<file path="src/rtl/instr_fetch_unit_if.sv">
// Fetch-stage bundle: instruction-memory req/ack port, decode-side valid/ready
// handshake with next-PC selection, and fetch status outputs.
interface instr_fetch_unit_if #(
    parameter int XLEN = 32
);
    logic            imem_req;
    logic [XLEN-1:0] imem_addr;
    logic            imem_ack;
    logic [31:0]     imem_rdata;

    logic            instr_valid;
    logic [31:0]     instr;
    logic [XLEN-1:0] pc;
    logic [XLEN-1:0] pc_plus4;
    logic            instr_ready;
    logic            pc_src;
    logic [XLEN-1:0] pc_target;

    logic [31:0]     fetch_count;
    logic            fetch_fault;

    // Fetch unit side.
    modport master (
        output imem_req, imem_addr,
        input  imem_ack, imem_rdata,
        output instr_valid, instr, pc, pc_plus4,
        input  instr_ready, pc_src, pc_target,
        output fetch_count, fetch_fault
    );

    // Memory and decode side.
    modport slave (
        input  imem_req, imem_addr,
        output imem_ack, imem_rdata,
        input  instr_valid, instr, pc, pc_plus4,
        output instr_ready, pc_src, pc_target,
        input  fetch_count, fetch_fault
    );
endinterface

</file>
<file path="src/rtl/instr_fetch_unit.sv">
// RV32I fetch stage: holds the PC, fetches one word per instruction over req/ack.
// Define IFETCH_MISALIGN_TRAP_EN to halt on a misaligned next PC instead of aligning it.
module instr_fetch_unit #(
    parameter int              XLEN      = 32,
    parameter logic [XLEN-1:0] RESET_PC  = '0,
    parameter logic [31:0]     NOP_INSTR = 32'h0000_0013
) (
    input logic                 clk,
    input logic                 reset_n,
    instr_fetch_unit_if.master  bus
);

    typedef enum logic [1:0] {
        S_REQ   = 2'd0,
        S_VALID = 2'd1,
        S_HALT  = 2'd2
    } state_e;

    state_e          state_q, state_d;
    logic [XLEN-1:0] pc_q, pc_d;
    logic [31:0]     instr_q, instr_d;
    logic [31:0]     count_q, count_d;
    logic            req_q, req_d;
    logic [XLEN-1:0] pc_plus4;
    logic [XLEN-1:0] next_pc;

    assign pc_plus4 = pc_q + XLEN'(4);
    assign next_pc  = bus.pc_src ? bus.pc_target : pc_plus4;

`ifdef IFETCH_MISALIGN_TRAP_EN
    logic fault_q, fault_d;
`endif

    // NOTE: reset is synchronous, so it lives inside the clocked block and wins over
    // every other input at that edge; only registers, no memories, need a reset value.
    always_ff @(posedge clk) begin
        if (!reset_n) begin
            state_q <= S_REQ;
            pc_q    <= RESET_PC;
            instr_q <= NOP_INSTR;
            count_q <= '0;
            req_q   <= 1'b0;
`ifdef IFETCH_MISALIGN_TRAP_EN
            fault_q <= 1'b0;
`endif
        end else begin
            // NOTE: non-blocking assignments so every register samples the pre-edge values.
            state_q <= state_d;
            pc_q    <= pc_d;
            instr_q <= instr_d;
            count_q <= count_d;
            req_q   <= req_d;
`ifdef IFETCH_MISALIGN_TRAP_EN
            fault_q <= fault_d;
`endif
        end
    end

    // NOTE: every signal assigned here gets a default first, so no path can infer a latch.
    always_comb begin
        state_d = state_q;
        pc_d    = pc_q;
        instr_d = instr_q;
        count_d = count_q;
`ifdef IFETCH_MISALIGN_TRAP_EN
        fault_d = fault_q;
`endif

        unique case (state_q)
            S_REQ: begin
                // Gating on req_q drops a stale ack landing in the first cycle after reset.
                if (req_q && bus.imem_ack) begin
                    instr_d = bus.imem_rdata;
                    state_d = S_VALID;
                end
            end
            S_VALID: begin
                if (bus.instr_ready) begin
                    count_d = count_q + 32'd1;
                    instr_d = NOP_INSTR;
`ifdef IFETCH_MISALIGN_TRAP_EN
                    pc_d = next_pc;
                    if (next_pc[1:0] != 2'b00) begin
                        fault_d = 1'b1;
                        state_d = S_HALT;
                    end else begin
                        state_d = S_REQ;
                    end
`else
                    pc_d    = next_pc & ~XLEN'(3);
                    state_d = S_REQ;
`endif
                end
            end
            S_HALT: begin
                state_d = S_HALT;
            end
            default: begin
                state_d = S_REQ;
            end
        endcase

        // Registered request: high in every cycle the FSM spends in REQ.
        req_d = (state_d == S_REQ);
    end

    assign bus.imem_req    = req_q;
    assign bus.imem_addr   = pc_q;
    assign bus.instr_valid = (state_q == S_VALID);
    assign bus.instr       = instr_q;
    assign bus.pc          = pc_q;
    assign bus.pc_plus4    = pc_plus4;
    assign bus.fetch_count = count_q;
`ifdef IFETCH_MISALIGN_TRAP_EN
    assign bus.fetch_fault = fault_q;
`else
    assign bus.fetch_fault = 1'b0;
`endif

endmodule

</file>
<file path="src/flat_wrapper.sv">
// flat-port wrapper written by rule: the top's interface ports become plain ports
module instr_fetch_unit_flat 
#(
    parameter int              XLEN      = 32,
    parameter logic [XLEN-1:0] RESET_PC  = '0,
    parameter logic [31:0]     NOP_INSTR = 32'h0000_0013
)
  (clk, reset_n, bus_imem_req, bus_imem_addr, bus_imem_ack, bus_imem_rdata, bus_instr_valid, bus_instr, bus_pc, bus_pc_plus4, bus_instr_ready, bus_pc_src, bus_pc_target, bus_fetch_count, bus_fetch_fault);
  instr_fetch_unit_if #(.XLEN(XLEN)) bus_i ();
  input logic clk;
  input logic reset_n;
  output wire logic [$bits(bus_i.imem_req)-1:0] bus_imem_req;
  output wire logic [$bits(bus_i.imem_addr)-1:0] bus_imem_addr;
  input wire logic [$bits(bus_i.imem_ack)-1:0] bus_imem_ack;
  input wire logic [$bits(bus_i.imem_rdata)-1:0] bus_imem_rdata;
  output wire logic [$bits(bus_i.instr_valid)-1:0] bus_instr_valid;
  output wire logic [$bits(bus_i.instr)-1:0] bus_instr;
  output wire logic [$bits(bus_i.pc)-1:0] bus_pc;
  output wire logic [$bits(bus_i.pc_plus4)-1:0] bus_pc_plus4;
  input wire logic [$bits(bus_i.instr_ready)-1:0] bus_instr_ready;
  input wire logic [$bits(bus_i.pc_src)-1:0] bus_pc_src;
  input wire logic [$bits(bus_i.pc_target)-1:0] bus_pc_target;
  output wire logic [$bits(bus_i.fetch_count)-1:0] bus_fetch_count;
  output wire logic [$bits(bus_i.fetch_fault)-1:0] bus_fetch_fault;
  assign bus_imem_req = bus_i.imem_req;
  assign bus_imem_addr = bus_i.imem_addr;
  assign bus_i.imem_ack = bus_imem_ack;
  assign bus_i.imem_rdata = bus_imem_rdata;
  assign bus_instr_valid = bus_i.instr_valid;
  assign bus_instr = bus_i.instr;
  assign bus_pc = bus_i.pc;
  assign bus_pc_plus4 = bus_i.pc_plus4;
  assign bus_i.instr_ready = bus_instr_ready;
  assign bus_i.pc_src = bus_pc_src;
  assign bus_i.pc_target = bus_pc_target;
  assign bus_fetch_count = bus_i.fetch_count;
  assign bus_fetch_fault = bus_i.fetch_fault;
  instr_fetch_unit #(.XLEN(XLEN), .RESET_PC(RESET_PC), .NOP_INSTR(NOP_INSTR)) u_core (.clk(clk), .reset_n(reset_n), .bus(bus_i));
endmodule
</file>
<file path="config.mk">
export PLATFORM = sky130hd
export DESIGN_NAME = instr_fetch_unit_flat
export DESIGN_NICKNAME = d
export VERILOG_FILES = /design/src/rtl/instr_fetch_unit_if.sv /design/src/rtl/instr_fetch_unit.sv /design/src/flat_wrapper.sv
export SDC_FILE = /design/constraint.sdc
export NUM_CORES = 1
export LEC_CHECK = 0
export ABC_AREA = 1
export BUFFER_PORTS_ARGS = -buffer_cell sky130_fd_sc_hd__buf_2
export CORE_ASPECT_RATIO = 0.5
export CORE_MARGIN = 5
export CORE_UTILIZATION = 38
export DETAILED_ROUTE_END_ITERATION = 7
export GPL_ROUTABILITY_DRIVEN = 0
export HOLD_SLACK_MARGIN = 0.08
export PLACE_DENSITY_LB_ADDON = 0.15
export SLEW_MARGIN = 10
export SYNTH_ARGS = -nofsm -noshare
export SYNTH_HDL_FRONTEND = slang
export SYNTH_SLANG_ARGS = --single-unit
</file>
<file path="constraint.sdc">
create_clock -name clk -period 1.29 [get_ports clk]
set_input_delay 0.129 -clock clk [delete_from_list [all_inputs] [get_ports clk]]
set_output_delay 0.129 -clock clk [all_outputs]
set_load 0.05 [all_outputs]
</file>
==> metrics.txt <==
# TYPE chip_impl_metric gauge
chip_impl_metric{name="finalSetupViolations",unit=""} 110
chip_impl_info{name="timing.critical_path.from",value="u_core.bus.imem_addr[2]"} 1
chip_impl_metric{name="report.final.slew_viol_count",unit=""} 0
chip_impl_metric{name="cts_max_path_buffers",unit=""} 2
chip_impl_info{name="topRoutingLayerUsed",value="met4"} 1
chip_impl_metric{name="antennaDiodeCount",unit=""} 0
chip_impl_metric{name="syn-mean-instance-area",unit="um^2"} 6.63
chip_impl_metric{name="synth.cell_area",unit="um^2"} 5520
chip_impl_metric{name="finalWirelength",unit="um"} 22400
chip_impl_info{name="path_class",value="reg2out"} 1
chip_impl_metric{name="synth_seq_cells",unit=""} 97
chip_impl_info{name="tritoncts_clock_tree",value="done"} 1
chip_impl_metric{name="area_growth_syn_to_layout",unit="%"} 96.6
chip_impl_metric{name="die_area",unit="um^2"} 17200
chip_impl_info{name="run_status",value="complete, but fails checks"} 1
chip_impl_metric{name="cp_data_arrival_time",unit="ns"} 1.85
chip_impl_metric{name="synth_enable_flop_cells",unit=""} 0
chip_impl_metric{name="clk-insertion-delay-late",unit="ns"} 0.35
chip_impl_metric{name="drtIter0Drc",unit=""} 369
chip_impl_metric{name="hold_violations_final",unit=""} 0
chip_impl_metric{name="grt_start_max_net_pins",unit=""} 30
chip_impl_metric{name="dr_wl_met3",unit="um"} 981
chip_impl_metric{name="synthesis.instances",unit=""} 833
chip_impl_metric{name="ctsHtreeMaxLevel",unit=""} 3
chip_impl_metric{name="finalInstanceArea",unit="um^2"} 10900
chip_impl_metric{name="max-cap-violations",unit=""} 0
chip_impl_info{name="cts-root-buf",value="clkbuf_16"} 1
chip_impl_metric{name="num_io_pins",unit=""} 232
chip_impl_metric{name="finClkSkew",unit="ns"} 0.00745
chip_impl_metric{name="detailed_place.area",unit="um^2"} 8010
chip_impl_metric{name="timing.final.ws_setup",unit="ns"} -0.692
chip_impl_metric{name="power.density_cell_area",unit="nW/um^2"} 762
chip_impl_metric{name="route.layer.met1.wl",unit="um"} 9470
chip_impl_info{name="synth_top_flop_cell",value="dfxtp_1"} 1
chip_impl_metric{name="vias",unit=""} 6979
chip_impl_metric{name="fraction_of_layout_instances_using_a_drive_strength_above_1",unit="%"} 59.2
chip_impl_info{name="critical_path.startpoint_type",value="register"} 1
chip_impl_metric{name="ys_async_sr_fraction",unit="%"} 0
chip_impl_metric{name="period_needed",unit="ns"} 1.98
chip_impl_metric{name="drt_pre_antenna_iters",unit=""} 5
chip_impl_metric{name="gr-total-overflow",unit=""} 0
chip_impl_metric{name="number_of_clock_buffers_inserted_by_tritoncts",unit=""} 9
chip_impl_metric{name="path_max_fanout",unit=""} 5
chip_impl_info{name="crit-reg2reg-launch",value="u_core.bus.imem_addr[2]"} 1
chip_impl_metric{name="postRouteAntennaNets",unit=""} 0
chip_impl_info{name="rsz_0062_raised_after_global_routing",value="yes"} 1
chip_impl_metric{name="ys_seq_area_share",unit="%"} 35.2
chip_impl_metric{name="worst-r2r-setup-slack",unit="ns"} -0.39
chip_impl_metric{name="power.static_leakage",unit="uW"} 0.00472
chip_impl_metric{name="core_area",unit="um^2"} 14400
chip_impl_metric{name="drcViolationCount",unit=""} 0
chip_impl_info{name="crit_path_end",value="bus_pc_plus4[12]"} 1
chip_impl_metric{name="ir_worst_vdd",unit="mV"} 0.598
chip_impl_info{name="layout_common_cells",value="157 x nand2_1, 152 x buf_2, 129 x buf_4"} 1
chip_impl_metric{name="via_per_inst",unit=""} 4.90
chip_impl_metric{name="antenna_found_initial",unit=""} 0
chip_impl_metric{name="clk_pin_slew_worst_paths",unit="ns"} 0.08
chip_impl_metric{name="met2_wire_length",unit="um"} 11600
chip_impl_metric{name="die_w",unit="um"} 180
chip_impl_metric{name="dieHeight",unit="um"} 95.2
chip_impl_metric{name="buffer_ports.inserted",unit=""} 222
chip_impl_info{name="failing_checks",value="negative setup slack"} 1
chip_impl_metric{name="synth_cell_types",unit=""} 34
chip_impl_metric{name="grt_usage",unit="%"} 22.5
chip_impl_info{name="min-delay-path-class",value="in2reg"} 1
chip_impl_metric{name="reg2regPathDepth",unit=""} 11
chip_impl_metric{name="yosys_synthesis_warning_count",unit=""} 0
chip_impl_metric{name="first_global_vias",unit=""} 6718
chip_impl_metric{name="clock_sinks",unit=""} 97
chip_impl_metric{name="grt_pass1_wl",unit="um"} 32200
chip_impl_info{name="layout.cells.most_common",value="nand2_1"} 1
chip_impl_metric{name="achievable-frequency",unit="GHz"} 0.505
chip_impl_metric{name="yosysTopAreaCellShare",unit="%"} 35.2
chip_impl_info{name="critPathCaptureType",value="primary output"} 1
chip_impl_info{name="synth_area_leader_cell",value="dfxtp_1"} 1
chip_impl_metric{name="tcrit_tclk_final",unit="%"} 154
chip_impl_metric{name="nNetsFinal",unit=""} 1293
chip_impl_metric{name="finalCoreUtilization",unit="%"} 75.6
chip_impl_metric{name="avgRoutedWirePerCell",unit="um"} 15.7
chip_impl_metric{name="critPathRequiredTime",unit="ns"} 1.16
chip_impl_metric{name="rows",unit=""} 31
chip_impl_metric{name="place.detailed.hpwl",unit="um"} 14100
chip_impl_info{name="timing.rr.end",value="u_core.bus.imem_addr[9]"} 1
chip_impl_metric{name="start_util",unit="%"} 38.5
chip_impl_info{name="yosys-top-cells-area",value="dfxtp_1 35%, nand2_1 17%, a21oi_1 8.5%, nor2_1 6.5%, buf_4 5.3%"} 1
[critical path, stage by stage (launching register included)]
cell     delay [ns]
dfxtp_4        0.37
ha_4           0.14
nand2_4        0.05
nor2_4         0.14
nand2_4        0.12
nor2_4         0.22
buf_12         0.14
xor2_4         0.15
buf_6          0.18
[worst min-delay path by stage]
stage	start	cells past startpoint	endpoint
2_1_floorplan	bus_imem_rdata[0]	2	u_core.bus.instr[0]
3_3_place_gp	bus_imem_rdata[1]	3	u_core.bus.instr[1]
3_5_place_dp	bus_imem_rdata[4]	3	u_core.bus.instr[4]
4_1_cts	bus_pc_target[15]	3	u_core.bus.imem_addr[15]
5_1_grt	bus_pc_target[11]	3	u_core.bus.imem_addr[11]
6_report	bus_pc_target[15]	3	u_core.bus.imem_addr[15]
[layer usage]
metal,global-route usage [%],vias up
met4,6.79,0
met2,40.7,203
met3,4.23,35
met5,0,-
li1,-,3418
met1,27.6,3323
[logic make-up (layout without fill, tap and decap cells)]
group | Yosys count | after routing | share of synthesized area [%]
AO/OA/AOI/OAI | 144 | 144 | 13.5
flip-flops | 97 | 97 | 35.2
XOR/XNOR | 23 | 23 | 4.73
adder cells (fa/ha/maj) | 2 | 2 | 0.453
other | 1 | 7 | 0.0679
AND/OR/NAND/NOR | 437 | 437 | 34.4
buffers and inverters | 129 | 517 | 11.6
[registers in the layout (all words and copies together), names as in the netlist]
signal	cells
u_core.state_q	2
u_core.bus.instr	32
u_core.bus.imem_req	1
u_core.bus.imem_addr	30
u_core.bus.fetch_count	32
[Yosys cell counts, types with 4 or more instances]
cell        n
a21oi_1    94
buf_2       9
buf_4      39
clkbuf_1   22
dfxtp_1    97
inv_1      56
nand2_1   244
nand2_2     6
nand3_1    54
nand3b_1    6
nor2_1     96
nor2_2      7
nor2_4     11
nor3_1      4
o21ai_0    38
xnor2_1     4
xor2_1     11
xor2_2      8
[metrics by stage]
stage / cells / hold WS [ns] / TNS [ns] / setup WS, ns / total power [uW]
after global routing: 1425 / 0.101 / -35.10 / -0.779 / 8550
after global placement: 1307 / 0.352 / -16.82 / -0.500 / 4890
after CTS: 1393 / 0.0803 / -24.40 / -0.723 / 7930
after detailed placement: 1307 / 0.360 / -18.89 / -0.528 / 4910
after floorplan: 839 / 0.265 / -28.15 / -0.684 / 4410
final: 1425 / 0.0665 / -26.64 / -0.692 / 8270
[layout make-up]
cell class	instances	area, um^2
fill	1022	3490
sequential	97	2090
clock inverter	7	86.3
timing repair buffer	442	3620
tap	198	248
multi-input combinational	613	4360
inverter	59	238
clock buffer	9	225
[report_power, final]
part           internal (uW)  switching (uW)  leakage (uW)  total, uW
logic                    873            1470       0.00374       2340
registers               3050            93.7      0.000823       3140
clock network           1390            1400      0.000150       2790
total                   5310            2960       0.00472       8270
[repair_timing]
item / CTS / global route
gates cloned: 0 / 8
setup buffers: 19 / 30
pin swaps: 55 / 105
setup endpoints to repair: 92 / 145
hold buffers: 53 / 0
hold endpoints to repair: 53 / 0
gates resized for setup: 171 / 263
Power figures use the tool's default switching activity.
